## config.mk

```make
export PLATFORM = sky130hd
export DESIGN_NAME = run_length_tx
export DESIGN_NICKNAME = d
export VERILOG_FILES = /design/src/rtl/run_length_tx.sv
export SDC_FILE = /design/constraint.sdc
export NUM_CORES = 1
export LEC_CHECK = 0
export ABC_AREA = 1
export BUFFER_PORTS_ARGS = -buffer_cell sky130_fd_sc_hd__buf_2
export CAP_MARGIN = 20
export CORE_MARGIN = 1
export CORE_UTILIZATION = 50
export DETAILED_ROUTE_END_ITERATION = 12
export GPL_TIMING_DRIVEN = 0
export PLACE_DENSITY = 0.76
export SLEW_MARGIN = 10
export SYNTH_ARGS = -nofsm -noshare
export SYNTH_HDL_FRONTEND = slang
export SYNTH_SLANG_ARGS = --single-unit
```

## constraint.sdc

```tcl
create_clock -name clk -period 1.5 [get_ports clk]
set_input_delay 0.3 -clock clk [delete_from_list [all_inputs] [get_ports clk]]
set_output_delay 0.3 -clock clk [all_outputs]
set_load 0.005 [all_outputs]
```

## src/rtl/run_length_tx.sv

```systemverilog
// run_length_tx -- serial run-length transmitter.
//
// Each accepted nonzero 2-bit symbol N (1..3) is sent on the line as N mark
// bits (y=1), followed by GAP space bits (y=0). A symbol of 0 is
// accepted and dropped. A one-entry hold register decouples the producer
// from the line engine. The next symbol can be taken while a frame is on the
// line, so consecutive frames are separated by exactly GAP zeros.
//
// Ports:
//   clk        in   single clock, rising edge
//   rst        in   synchronous active-high reset
//   sym[1:0]   in   symbol to transmit, qualified by sym_valid
//   sym_valid  in   producer offers sym
//   sym_ready  out  hold register empty and not in reset
//   y          out  registered serial line (1 = mark, 0 = space/idle)
//   busy       out  engine not idle or hold register full
//   sent_cnt   out  registered modulo-256 count of completed frames
module run_length_tx #(
  parameter int unsigned GAP = 1  // space bits after each frame, 1..7
) (
  input  logic       clk,
  input  logic       rst,
  input  logic [1:0] sym,
  input  logic       sym_valid,
  output logic       sym_ready,
  output logic       y,
  output logic       busy,
  output logic [7:0] sent_cnt
);

  typedef enum logic [1:0] {
    ST_IDLE,
    ST_ONES,
    ST_GAP
  } state_e;

  localparam logic [2:0] GAP_LOAD = 3'(GAP);

  state_e     state_q, state_d;
  logic       hold_full_q, hold_full_d;
  logic [1:0] hold_q, hold_d;
  logic [1:0] run_q, run_d;      // mark bits still to send, including this one
  logic [2:0] gap_q, gap_d;      // space bits still to send, including this one
  logic       y_q, y_d;
  logic [7:0] sent_cnt_q, sent_cnt_d;

  logic accept;

  assign sym_ready = ~hold_full_q & ~rst;
  assign accept    = sym_valid & sym_ready;
  assign y         = y_q;
  assign busy      = (state_q != ST_IDLE) | hold_full_q;
  assign sent_cnt  = sent_cnt_q;

  always_comb begin
    // NOTE: every signal gets a default first so no path leaves it unassigned
    // and no latch is inferred.
    state_d     = state_q;
    hold_full_d = hold_full_q;
    hold_d      = hold_q;
    run_d       = run_q;
    gap_d       = gap_q;
    y_d         = 1'b0;
    sent_cnt_d  = sent_cnt_q;

    unique case (state_q)
      ST_IDLE: begin
        if (hold_full_q) begin
          state_d     = ST_ONES;
          run_d       = hold_q;
          hold_full_d = 1'b0;
          y_d         = 1'b1;
        end
      end
      ST_ONES: begin
        if (run_q == 2'd1) begin
          state_d    = ST_GAP;
          gap_d      = GAP_LOAD;
          sent_cnt_d = sent_cnt_q + 8'd1;
        end else begin
          run_d = run_q - 2'd1;
          y_d   = 1'b1;
        end
      end
      ST_GAP: begin
        if (gap_q == 3'd1) begin
          if (hold_full_q) begin
            state_d     = ST_ONES;
            run_d       = hold_q;
            hold_full_d = 1'b0;
            y_d         = 1'b1;
          end else begin
            state_d = ST_IDLE;
          end
        end else begin
          gap_d = gap_q - 3'd1;
        end
      end
      default: state_d = ST_IDLE;
    endcase

    // A handshake only happens while the hold register is empty, so it can
    // never coincide with the engine emptying it above.
    if (accept && (sym != 2'b00)) begin
      hold_full_d = 1'b1;
      hold_d      = sym;
    end
  end

  // NOTE: sequential state uses non-blocking assignments so all flops update
  // together from values computed before the edge.
  always_ff @(posedge clk) begin
    if (rst) begin
      // NOTE: reset clears everything, including a held symbol, so a frame
      // interrupted by reset is abandoned rather than resumed.
      state_q     <= ST_IDLE;
      hold_full_q <= 1'b0;
      hold_q      <= 2'b00;
      run_q       <= 2'b00;
      gap_q       <= 3'b000;
      y_q         <= 1'b0;
      sent_cnt_q  <= 8'd0;
    end else begin
      state_q     <= state_d;
      hold_full_q <= hold_full_d;
      hold_q      <= hold_d;
      run_q       <= run_d;
      gap_q       <= gap_d;
      y_q         <= y_d;
      sent_cnt_q  <= sent_cnt_d;
    end
  end

endmodule

```

# Word-level counts from Yosys, hierarchy flattened

Index checks and enable logic that the tools add are counted.

$add $sub $neg: 3
Magnitude comparators: 0
Multipliers: 0
Reductions and logical operators: 12
Muxes and demuxes: 19
Div/mod/pow operators: 0
Equal/unequal tests: 10
Bitwise gates (word level): 5
Shifts and indexed selects: 0

Operator list:

| operator                                                               | count |
|---|---|
| 2-bit 2-to-1 mux                                                       | 6 |
| 2-bit case mux with 3 select lines                                     | 2 |
| 2-bit inequality test (second input constant)                          | 5 |
| 3-bit AND reduction                                                    | 3 |
| 8-bit by 1-bit adder with 8-bit output (second input constant)         | 1 |
| 1-bit 2-to-1 mux                                                       | 6 |
| 3-bit 2-to-1 mux                                                       | 2 |
| 3-bit case mux with 2 select lines                                     | 1 |
| 2-bit nonzero test                                                     | 3 |
| 3-bit nonzero test                                                     | 2 |
| 2-bit by 1-bit equality test with 1-bit output (second input constant) | 2 |
| 2-bit AND reduction                                                    | 2 |
| 3-bit by 1-bit equality test with 1-bit output (second input constant) | 1 |
| 3-bit inequality test (second input constant)                          | 1 |
| 1-bit case mux with 3 select lines                                     | 1 |
| 3-bit by 1-bit subtractor with 3-bit output (second input constant)    | 1 |
| 1-bit AND                                                              | 2 |
| 2-bit equality test (second input constant)                            | 1 |
| 2-bit logical NOT                                                      | 1 |
| 1-bit NOT                                                              | 2 |
| 1-bit case mux with 2 select lines                                     | 1 |
| 2-bit by 1-bit subtractor with 2-bit output (second input constant)    | 1 |
| 1-bit logical AND                                                      | 1 |
| 1-bit OR                                                               | 1 |

Bits in read-only memories: 0
Memories kept: 0
RAM bits: 0
Bits in latches: 0
Output and inout port bits: 11
Input bits: 5
Bits in registers: 19
Logic and storage cells: 56

# Depth between registers and ports, before layout

Gate-level depths: netlist of the first run.

Word-level depth: 6
Mapped depth: 9
Gate-level depth less buffers: 9

# Worst setup path after synthesis of the first run

OpenSTA, ideal clock, no wires.

Path kind: reg2reg
From: register run_q[1]
To: register run_q[0]
Path buffers: 0
Required time: 1.387 ns
Stages on the path, launching flop included: 9
Period minus slack after synthesis: 1.207 ns
Setup slack: 0.293 ns
Data arrival time: 1.094 ns
Setup time: 0.113 ns
Path through: dfxtp_1 > inv_1 > ha_1 > nand3_4 > inv_2 > nor2_2 > nand2_2 > nor2_1 > nor2_1

Longest elaborated chain between the ends: 3

RTL lines:

| element                                        | RTL line | text |
|---|---|---|
| from (decl)                                    | 42       | `logic [1:0] run_q, run_d;` |
| from (signal assigned)                         | 127      | `run_q <= run_d;` |
| 2-bit by 1-bit equality test with 1-bit output | 76       | `if (run_q == 2'd1) begin` |
| 2-bit inequality test (no line)                | --       |  |
| 3-bit AND reduction (no line)                  | --       |  |

Every way passes these cells.
A chain may end at the register's enable or synchronous reset.

# Worst setup path after layout of the first run

From: register state_q[0]
To: output busy

Longest elaborated chain between the ends: 2

RTL lines:

| element                | RTL line | text |
|---|---|---|
| from (decl)            | 39       | `state_e state_q, state_d;` |
| from (signal assigned) | 124      | `state_q <= state_d;` |
| 2-bit nonzero test     | 52       | `assign busy = (state_q != ST_IDLE) \| hold_full_q;` |
| 1-bit OR               | 52       |  |
| to (decl)              | 27       | `output logic busy,` |

Every way passes these cells.

==> impl_results.md, run 1 <==
* Post-synthesis sequential area ratio at 40.8%
* Worst-Skew Late Latency at 0.29 ns
* Hold_sp: sym[0]
* Worst path bufs/invs at 2
* CP max-delay cell: dfxtp_1
* Total grt overflow at 0
* Slew @ Worst Pin at 0.462 ns
* Largest net degree at the start of global routing at 11
* # Post-CTS Setup Buffers at 0
* FF+latch count, synth at 19
* Post-synth top area cell: dfxtp_1
* I/O pin count at 16
* Total number of vias at 844
* Drt initial violations at 13
* PortBufs at 15
* RSZ-0062 raised after global routing: no
* Final min period at 1.40 ns
* Final #Nets at 160
* Share of cells above drive strength 1 at 18.7%
* Post-synthesis net count at 140
* Synth top area cells: dfxtp_1 41%, nand2_1 12%, nor2_1 7.7%, inv_1 6.8%, ha_1 5.4%
* Finished Layout Cells at 175
* CP Launch Point: state_q[0]
* Largest family of logic cells by synthesized area: simple AND/OR/NAND/NOR gates
* Top-area cell type share of the netlist area at 40.8%
* Die Y at 45.2 µm
* Unique masters post-synth at 21
* Status: finished clean
* H-tree Lvls at 1
* Setup ws final at 0.0997 ns
* Setup TNS at 0 ns
* Synth Flop Type: dfxtp_1
* Post-Synth Simple-Gate Area at 34.0%
* Ant diodes at 0
* Final period utilization at 93.4%
* Max Cap Viol at 0
* Core Area at 1750 µm²
* Post-Route Utilization at 61.0%
* Placed cells at 171
* Critical path peak fanout at 7
* FILL cells at 167
* Total power at 0.962 mW
* Mapped cell area at 932 µm²
* Drt wl/cell at 9.80 µm
* PwrDens at 904 nW/µm²
* CTS max path bufs at 2
* Post-cts resize count at 0
* Clk_skew at 0.00406 ns
* Pre-Repair DR Iteration Count at 4
* Final setup fails at 0
* Root buffer cell: clkbuf_4
* Die X at 45.2 µm
* FMAX at 0.714 GHz
* Worst Hold Class: in2reg
* Initial Utilization at 53.4%
* Max incr delay on CP at 0.51 ns
* Top delay family on crit path: flip-flops
* Via density per instance at 4.82
* Max_slew headroom at 69.2%
* Synth Area in Adders at 5.37%
* Count of flip-flops with a built-in enable after synthesis at 0
* Vias in the first global route at 725
* Cell count after synthesis at 131
* Mux cell area share after synthesis at 0%
* Lkg Pwr at 0.515 nW
* Full die area at 2040 µm²
* Maximum VDD drop at 0.573 mV
* Critical-path cell list: inv_2 -> nand3_1 -> buf_2
* XOR/XNOR share of the synthesized area at 1.88%
* R2R Setup Slk at 0.12 ns
* Final-report hold violation count at 0
* Antenna violations before repair at 0
* RePlAce Congestion at 0.740
* Pre-CTS WS at 0.140 ns
* Final Max Slew Viols at 0
* YS warnings at 0
* CTS clk-pin slew, worst paths at 0.10 ns
* # rows at 15
* Syn Area/Cell at 7.12 µm²
* DRC viols at 0
* Final antenna-violating net count at 0
* WS Path Type: reg2out
* Hold_buf cts at 0
* CP Launch Type: flop
* Layout area overhead at 14.2%
* Gr usage total at 19.7%
* Synth Area in Compound Gates at 9.13%
* Total Routed Length at 1720 µm
* HPWL after detailed placement at 1350 µm
* Clk sink count at 19
* Endpoint class of the critical path: output pin
* CTS tree: done
* CTS buffer count at 3
* Crit path arrival time at 1.10 ns
* First-pass GRT wire length at 2900 µm
* Worst r2r src: run_q[0]
* Asr flop ratio synth at 0%
* Required @ worst endpoint at 1.20 ns
-- sequential cells by signal, indices dropped and copies added (netlist names) --
register / cells
gap_q: 3
hold_q: 2
hold_full_q: 1
sent_cnt: 8
y: 1
state_q: 2
run_q: 2
-- synth_stat cells (2+ instances only) --
library cell  number
ha_1               4
nand2_1           30
nand3_1           10
o21ai_0            3
nor2_2             2
inv_1             17
o21a_1             2
inv_2              3
a21oi_1            9
xor2_1             2
nand4_1            3
dfxtp_1           19
nor2_1            19
-- worst register-to-register path, cell delays in order, from the launching register on --
cell     delay [ns]
dfxtp_1        0.35
ha_1           0.26
nand3_4        0.16
inv_2          0.05
nor2_2         0.19
nand2_2        0.11
nor2_1         0.11
nor2_1         0.06
-- power by group --
part	internal [mW]	total, mW	switching (mW)	leakage [nW]
Clock	0.104	0.252	0.149	0.0150
Combinational	0.0622	0.157	0.0944	0.345
Sequential	0.531	0.553	0.0221	0.154
Total	0.697	0.962	0.265	0.515
-- kinds of logic (layout without fill, tap and decap cells) --
| kind of cell | Yosys count | count (layout) |
|---|---|---|
| buffers and inverters | 22 | 41 |
| adder cells (fa/ha/maj) | 4 | 4 |
| flip-flops | 19 | 19 |
| AO/OA/AOI/OAI | 15 | 15 |
| AND/OR/NAND/NOR | 69 | 69 |
| XOR/XNOR | 2 | 2 |
-- metal layers --
layer / GRT usage (%) / up-vias / share of wire, %
li1: - / 451 / -
met1: 24.8 / 365 / 46
met2: 32.2 / 24 / 50
met3: 2.40 / 4 / 3.1
met4: 11.5 / 0 / 1.7
met5: 0 / - / 0
-- area by class of cell --
type,instances,area (µm²),share of cell area (%)
Multi-Input combinational cell,90,469,44.1
Sequential cell,19,380,35.7
Inverter,21,78.8,7.40
Timing Repair Buffer,15,75.1,7.05
Tap cell,25,31.3,2.94
Clock buffer,4,26.3,2.47
Buffer,1,3.75,0.353
-- metrics by stage --
step                cell area (µm²)  hold WS [ns]
floorplan                       932         0.439
global placement               1040         0.450
detailed placement             1040         0.456
CTS                            1060         0.260
global route                   1060         0.263
finish                         1060         0.270
-- path summary, 6_finish.rpt --
path               endpoint  depth (start not counted)
hold reg to reg    gap_q[1]                          2
setup / recovery       busy                          3
setup reg to reg   run_q[0]                          7
hold / removal    hold_q[0]                          3
-- cell usage in the layout (no fill, tap or decap), types with 3 or more instances in the layout --
master / n
nor2_1: 19
buf_2: 15
dfxtp_1: 19
nand2_1: 30
nand3_1: 10
inv_2: 3
o21ai_0: 3
ha_1: 4
nand4_1: 3
inv_1: 17
clkbuf_4: 3
a21oi_1: 9
No activity file was read; power rests on OpenSTA's default activity.
==> inputs of run 2 (changes only) <==
BUFFER_PORTS_ARGS = not set   (was -buffer_cell sky130_fd_sc_hd__buf_2)
DONT_BUFFER_PORTS = 1   (was not set)
PLACE_DENSITY = not set   (was 0.76)
PLACE_DENSITY_LB_ADDON = 0.08   (was not set)
==> impl_results.md, run 2 (synthesized netlist as in run 1, its figures left out) <==
* Post-Route Utilization at 56.8%
* First-pass GRT wire length at 2620 µm
* DRC viols at 0
* Setup TNS at 0 ns
* CTS tree: done
* Crit path to: run_q[1]
* Total number of vias at 756
* Final period utilization at 90.1%
* Worst path bufs/invs at 2
* Switching Fraction at 28.2%
* Final setup fails at 0
* Lkg Pwr at 0.443 nW
* Worst Hold Class: in2reg
* Placed cells at 156
* Root buffer cell: clkbuf_4
* Hold_buf cts at 0
* CP Launch Type: flop
* Max incr delay on CP at 0.32 ns
* Finished Layout Cells at 160
* Final min period at 1.35 ns
* CP max-delay cell: dfxtp_1
* Top delay family on crit path: simple AND/OR/NAND/NOR gates
* Status: finished clean
* Required @ worst endpoint at 1.71 ns
* Slew @ Worst Pin at 0.440 ns
* CTS max path bufs at 2
* Pint at 0.682 mW
* RSZ-0062 raised after global routing: no
* Die Y at 45.2 µm
* Crit path arrival time at 1.56 ns
* Total grt overflow at 0
* Critical path peak fanout at 7
* Core Area at 1750 µm²
* Commonest non-fill, non-tap cell in the layout: nand2_1
* I/O pin count at 16
* Register area at 380 µm²
* Final Max Slew Viols at 0
* Initial Utilization at 53.4%
* Switching power at 0.268 mW
* Worst-Skew Late Latency at 0.30 ns
* Via density per instance at 4.73
* Die X at 45.2 µm
* Most frequent cells in the layout: 30 x nand2_1, 19 x nor2_1, 19 x dfxtp_1
* Vias in the first global route at 610
* HPWL after detailed placement at 1150 µm
* Critical-path cell list: inv_1 -> ha_1 -> nand3_4 -> inv_2 -> nor2_2 -> nand2_2 -> nor2_1 -> nor2_1
* # rows at 15
* Clk_skew at 0.00458 ns
* # Post-CTS Setup Buffers at 0
* Maximum VDD drop at 0.573 mV
* WS Path Type: reg2reg
* R2R Setup Slk at 0.15 ns
* Layout area overhead at 6.31%
* R2r endpoint: run_q[1]
* PwrDens at 959 nW/µm²
* Pre-Repair DR Iteration Count at 4
* Antenna violations before repair at 0
* RePlAce Congestion at 0.731
* Endpoint class of the critical path: flop
* CTS buffer count at 3
* FILL cells at 193
* Share of cells above drive strength 1 at 10.4%
* CP Launch Point: run_q[1]
* Crit path top cell by count: nor2_1
* Drt wl/cell at 9.75 µm
* Clock share of power at 27.5%
* H-tree Lvls at 1
* Comb pwr share at 14.2%
* Max Cap Viol at 0
* Largest net degree at the start of global routing at 12
* Max_slew headroom at 70.6%
* Total Routed Length at 1560 µm
* Part of the power in registers at 58.3%
* Clk sink count at 19
* Critical path depth at 8
* Final-report hold violation count at 0
* Full die area at 2040 µm²
* Largest register FFs at 8
* Final antenna-violating net count at 0
* Post-cts resize count at 0
* Cell depth of the worst flop-to-flop path at 8
* Final #Nets at 145
* Drt initial violations at 13
* PortBufs at 0
* Gr usage total at 17.8%
* Worst r2r src: run_q[1]
* FMAX at 0.740 GHz
* CTS clk-pin slew, worst paths at 0.11 ns
* Ant diodes at 0
* Multi-input logic area at 469 µm²
run 2: cell types whose count changed in the layout (fill, tap and decap cells not counted), sizes merged:
| cell | change |
|---|---|
| buf | -15 |
| clkinv | +1 |
| clkbuf | -1 |
run 2: final cells by class:
class / instances / share of cell area, %
Multi-Input combinational cell: 90 / 47.3
Sequential cell: 19 / 38.4
Inverter: 21 / 7.95
Tap cell: 25 / 3.16
Clock buffer: 3 / 2.27
Clock inverter: 1 / 0.505
Buffer: 1 / 0.379
run 2: power by group through the flow:
| stage | clock network, mW | registers [mW] | logic, mW |
|---|---|---|---|
| 4_1_cts | 0.274 | 0.554 | 0.136 |
| 3_3_place_gp | 0 | 0.565 | 0.133 |
| 6_report | 0.262 | 0.554 | 0.135 |
| 3_5_place_dp | 0 | 0.565 | 0.135 |
| 5_1_grt | 0.291 | 0.558 | 0.160 |
| 2_1_floorplan | 0 | 0.561 | 0.115 |
run 2: worst min-delay path by stage:
| stage | from | end | slack (ns) | cells after the start |
|---|---|---|---|---|
| floorplan | gap_q[1] | gap_q[1] | 0.44 | 2 |
| global placement | sym[0] | hold_q[0] | 0.45 | 2 |
| detailed placement | sym[1] | hold_q[1] | 0.45 | 2 |
| CTS | sym[1] | hold_q[1] | 0.11 | 2 |
| global route | sym[1] | hold_q[1] | 0.12 | 2 |
| finish | sym[1] | hold_q[1] | 0.12 | 2 |
run 2: worst reg2reg max path: stages (launching register included):
cell and delay (ns):
dfxtp_1 0.32, inv_1 0.05, ha_1 0.22, nand3_4 0.16, inv_2 0.05, nor2_2 0.20
nand2_2 0.11, nor2_1 0.10, nor2_1 0.05
run 2: metal layers:
metal  up-vias  part of all wire [%]  global-route usage (%)
li1        424                     -                       -
met1       316                    52                    23.8
met2        14                    44                    26.1
met3         2                   3.5                    8.80
met4         0                  0.58                    3.64
met5         -                     0                       0
run 2: stage by stage:
| stage | cell area [µm²] | hold slack, ns | power [mW] | worst slack, ns |
|---|---|---|---|---|
| 6_report | 991 | 0.124 | 0.950 | 0.148 |
| 5_1_grt | 991 | 0.122 | 1.01 | 0.0116 |
| 4_1_cts | 991 | 0.114 | 0.964 | 0.146 |
| 3_5_place_dp | 963 | 0.454 | 0.701 | 0.168 |
| 3_3_place_gp | 963 | 0.447 | 0.698 | 0.176 |
| 2_1_floorplan | 932 | 0.439 | 0.676 | 0.293 |
==> inputs of run 3 (changes only) <==
ABC_AREA = not set   (was 1)
==> impl_results.md, run 3 <==
* Status: finished with violations
* Failing checks: setup timing
* Die Y at 43.6 µm
* Pre-Repair DR Iteration Count at 1
* Commonest non-fill, non-tap cell in the layout: nor2_1
* Most frequent cells in the layout: 17 x nor2_1, 15 x dfxtp_1, 8 x nand2_1
* Clk sink count at 19
* Worst-Skew Late Latency at 0.29 ns
* Max incr delay on CP at 0.35 ns
* Pre-CTS WS at -0.0546 ns
* Worst Hold Class: in2reg
* PwrDens at 970 nW/µm²
* Asr flop ratio synth at 0%
* Top-area cell type share of the netlist area at 44.1%
* Initial Utilization at 55.4%
* Final Max Slew Viols at 0
* Final setup fails at 1
* CTS buffer count at 3
* Full die area at 1900 µm²
* Final min period at 1.54 ns
* Syn Area/Cell at 8.90 µm²
* Critical path peak fanout at 5
* Synth top cells by count: 19 x dfxtp_1, 17 x nor2_1, 8 x nand2_1
* Ant diodes at 0
* Layout area overhead at 13.9%
* Core Area at 1560 µm²
* CP max-delay cell: dfxtp_2
* Post-synthesis sequential area ratio at 44.1%
* Hold WS at 0.161 ns
* CP Launch Point: gap_q[1]
* WS Path Type: reg2reg
* Worst r2r src: gap_q[1]
* First-pass GRT wire length at 2610 µm
* Post-synthesis net count at 106
* CTS max path bufs at 2
* CTS tree: done
* Slew @ Worst Pin at 0.438 ns
* YS warnings at 0
* FILL cells at 154
* Largest net degree at the start of global routing at 12
* Multi-input logic area at 469 µm²
* Via density per instance at 5.32
* Largest register FFs at 8
* Unique masters post-synth at 28
* I/O pin count at 16
* Count leader, synth: dfxtp_1
* # rows at 14
* Root buffer cell: clkbuf_4
* Register area at 385 µm²
* Final #Nets at 116
* Synth top area cells: dfxtp_1 44%, nor2_1 7.4%, ha_1 5.8%, xnor2_1 5.1%, nand2_1 3.5%
* Required @ worst endpoint at 1.69 ns
* Dpl cell area at 898 µm²
* Drt wl/cell at 12.3 µm
* Setup ws final at -0.0406 ns
* Hold_buf cts at 0
* Lkg Pwr at 0.386 nW
* RSZ-0062 raised after global routing: yes
* Hold_sp: sym[1]
* Antenna violations before repair at 0
* DRC viols at 0
* Total Routed Length at 1500 µm
* Placed cells at 113
* Endpoint class of the critical path: flop
* Final-report hold violation count at 0
* Crit path arrival time at 1.73 ns
* Max Cap Viol at 0
* Cell count after synthesis at 97
* Top delay family on crit path: compound AO/OA/AOI/OAI gates
* Vias in the first global route at 608
* Final antenna-violating net count at 0
* Count of flip-flops with a built-in enable after synthesis at 0
* Share of cells above drive strength 1 at 22.6%
* Mapped cell area at 863 µm²
* CTS clk-pin slew, worst paths at 0.11 ns
* Clk_skew at 0.00582 ns
* Worst path bufs/invs at 1
* Final period utilization at 103%
* Maximum VDD drop at 0.688 mV
* Critical-path cell list: inv_2 -> ha_4 -> nor2b_4 -> o211a_4 -> mux2_4 -> a311o_1
* CP Launch Type: flop
* Total power at 0.954 mW
* Gr usage total at 18.5%
* Total number of vias at 649
* HPWL after detailed placement at 1080 µm
* FMAX at 0.649 GHz
* FF+latch count, synth at 19
* Drt initial violations at 0
* PortBufs at 0
* Synth Flop Type: dfxtp_1
* Cell area after layout at 983 µm²
* Post-synth top area cell: dfxtp_1
* Finished Layout Cells at 122
* H-tree Lvls at 1
* Die X at 43.6 µm
* RePlAce Congestion at 0.689
* Max_slew headroom at 70.8%
* Total grt overflow at 0
## run 3: changes by cell type after synthesis, moves of 4 or more
cell     change
a21oi_1      -6
xnor2_1      +5
nand3_1     -10
nor3_1       +4
nand2_1     -22
inv_1       -12
## run 3: final cells by class
class                           instances  area share, %
Tap cell                               16           2.04
Clock buffer                            3           2.29
Multi-Input combinational cell         68           47.7
Timing Repair Buffer                    5           3.82
Clock inverter                          1          0.509
Sequential cell                        19           39.2
Inverter                                6           2.29
Buffer                                  4           2.16
## run 3: worst register-to-register path, delay by kind of cell (launching register included)
family	cells	cell delay (ns)
compound gates	2	0.52
flops	1	0.35
mux	1	0.27
fa+ha+maj	1	0.14
simple gates	1	0.12
buf+inv	1	0.05
## run 3: cells by family (layout without fill, tap and decap cells)
kind of cell / after synthesis / count (layout) / synth area share, %
and+or+nand+nor: 42 / 42 / 23.5
AOI/OAI and AO/OA: 10 / 10 / 8.99
buffers and inverters: 10 / 19 / 4.64
xor gates and xnor gates: 8 / 8 / 8.12
muxes: 4 / 4 / 4.93
adders and majority gates: 4 / 4 / 5.80
DFF: 19 / 19 / 44.1
## run 3: final timing paths
check              endpoint  slack (ns)  cells past startpoint
setup / recovery   run_q[0]       -0.04                      6
hold / removal    hold_q[1]        0.16                      2
setup reg to reg   run_q[0]       -0.04                      6
hold reg to reg   hold_q[0]        0.46                      2
## run 3: what timing repair did
| item | CTS | global route |
|---|---|---|
| resized for setup | 2 | 6 |
| setup buffers | 2 | 3 |
| setup endpoints to repair | 2 | 9 |
| pin swaps | 1 | 0 |
## run 3: where the power goes
| group | internal [mW] | switching, mW | total [mW] |
|---|---|---|---|
| Combinational | 0.0728 | 0.0652 | 0.138 |
| Sequential | 0.533 | 0.0239 | 0.556 |
| Clock | 0.0991 | 0.160 | 0.259 |
| Total | 0.704 | 0.249 | 0.954 |
## run 3: through the flow
step | util (%) | setup TNS (ns)
4_1_cts | 61.2 | -0.0509
2_1_floorplan | - | 0
3_5_place_dp | 57.6 | -0.0546
5_1_grt | 63.1 | -0.114
3_3_place_gp | 57.6 | -0.0561
6_report | 63.1 | -0.0406
## run 3: metal layers
| layer | track usage (%) | vias up | share of wire, % |
|---|---|---|---|
| li1 | - | 345 | - |
| met1 | 25.0 | 296 | 48 |
| met2 | 28.7 | 6 | 49 |
| met3 | 2.92 | 2 | 2.3 |
| met4 | 9.38 | 0 | 0.60 |
| met5 | 0 | - | 0 |
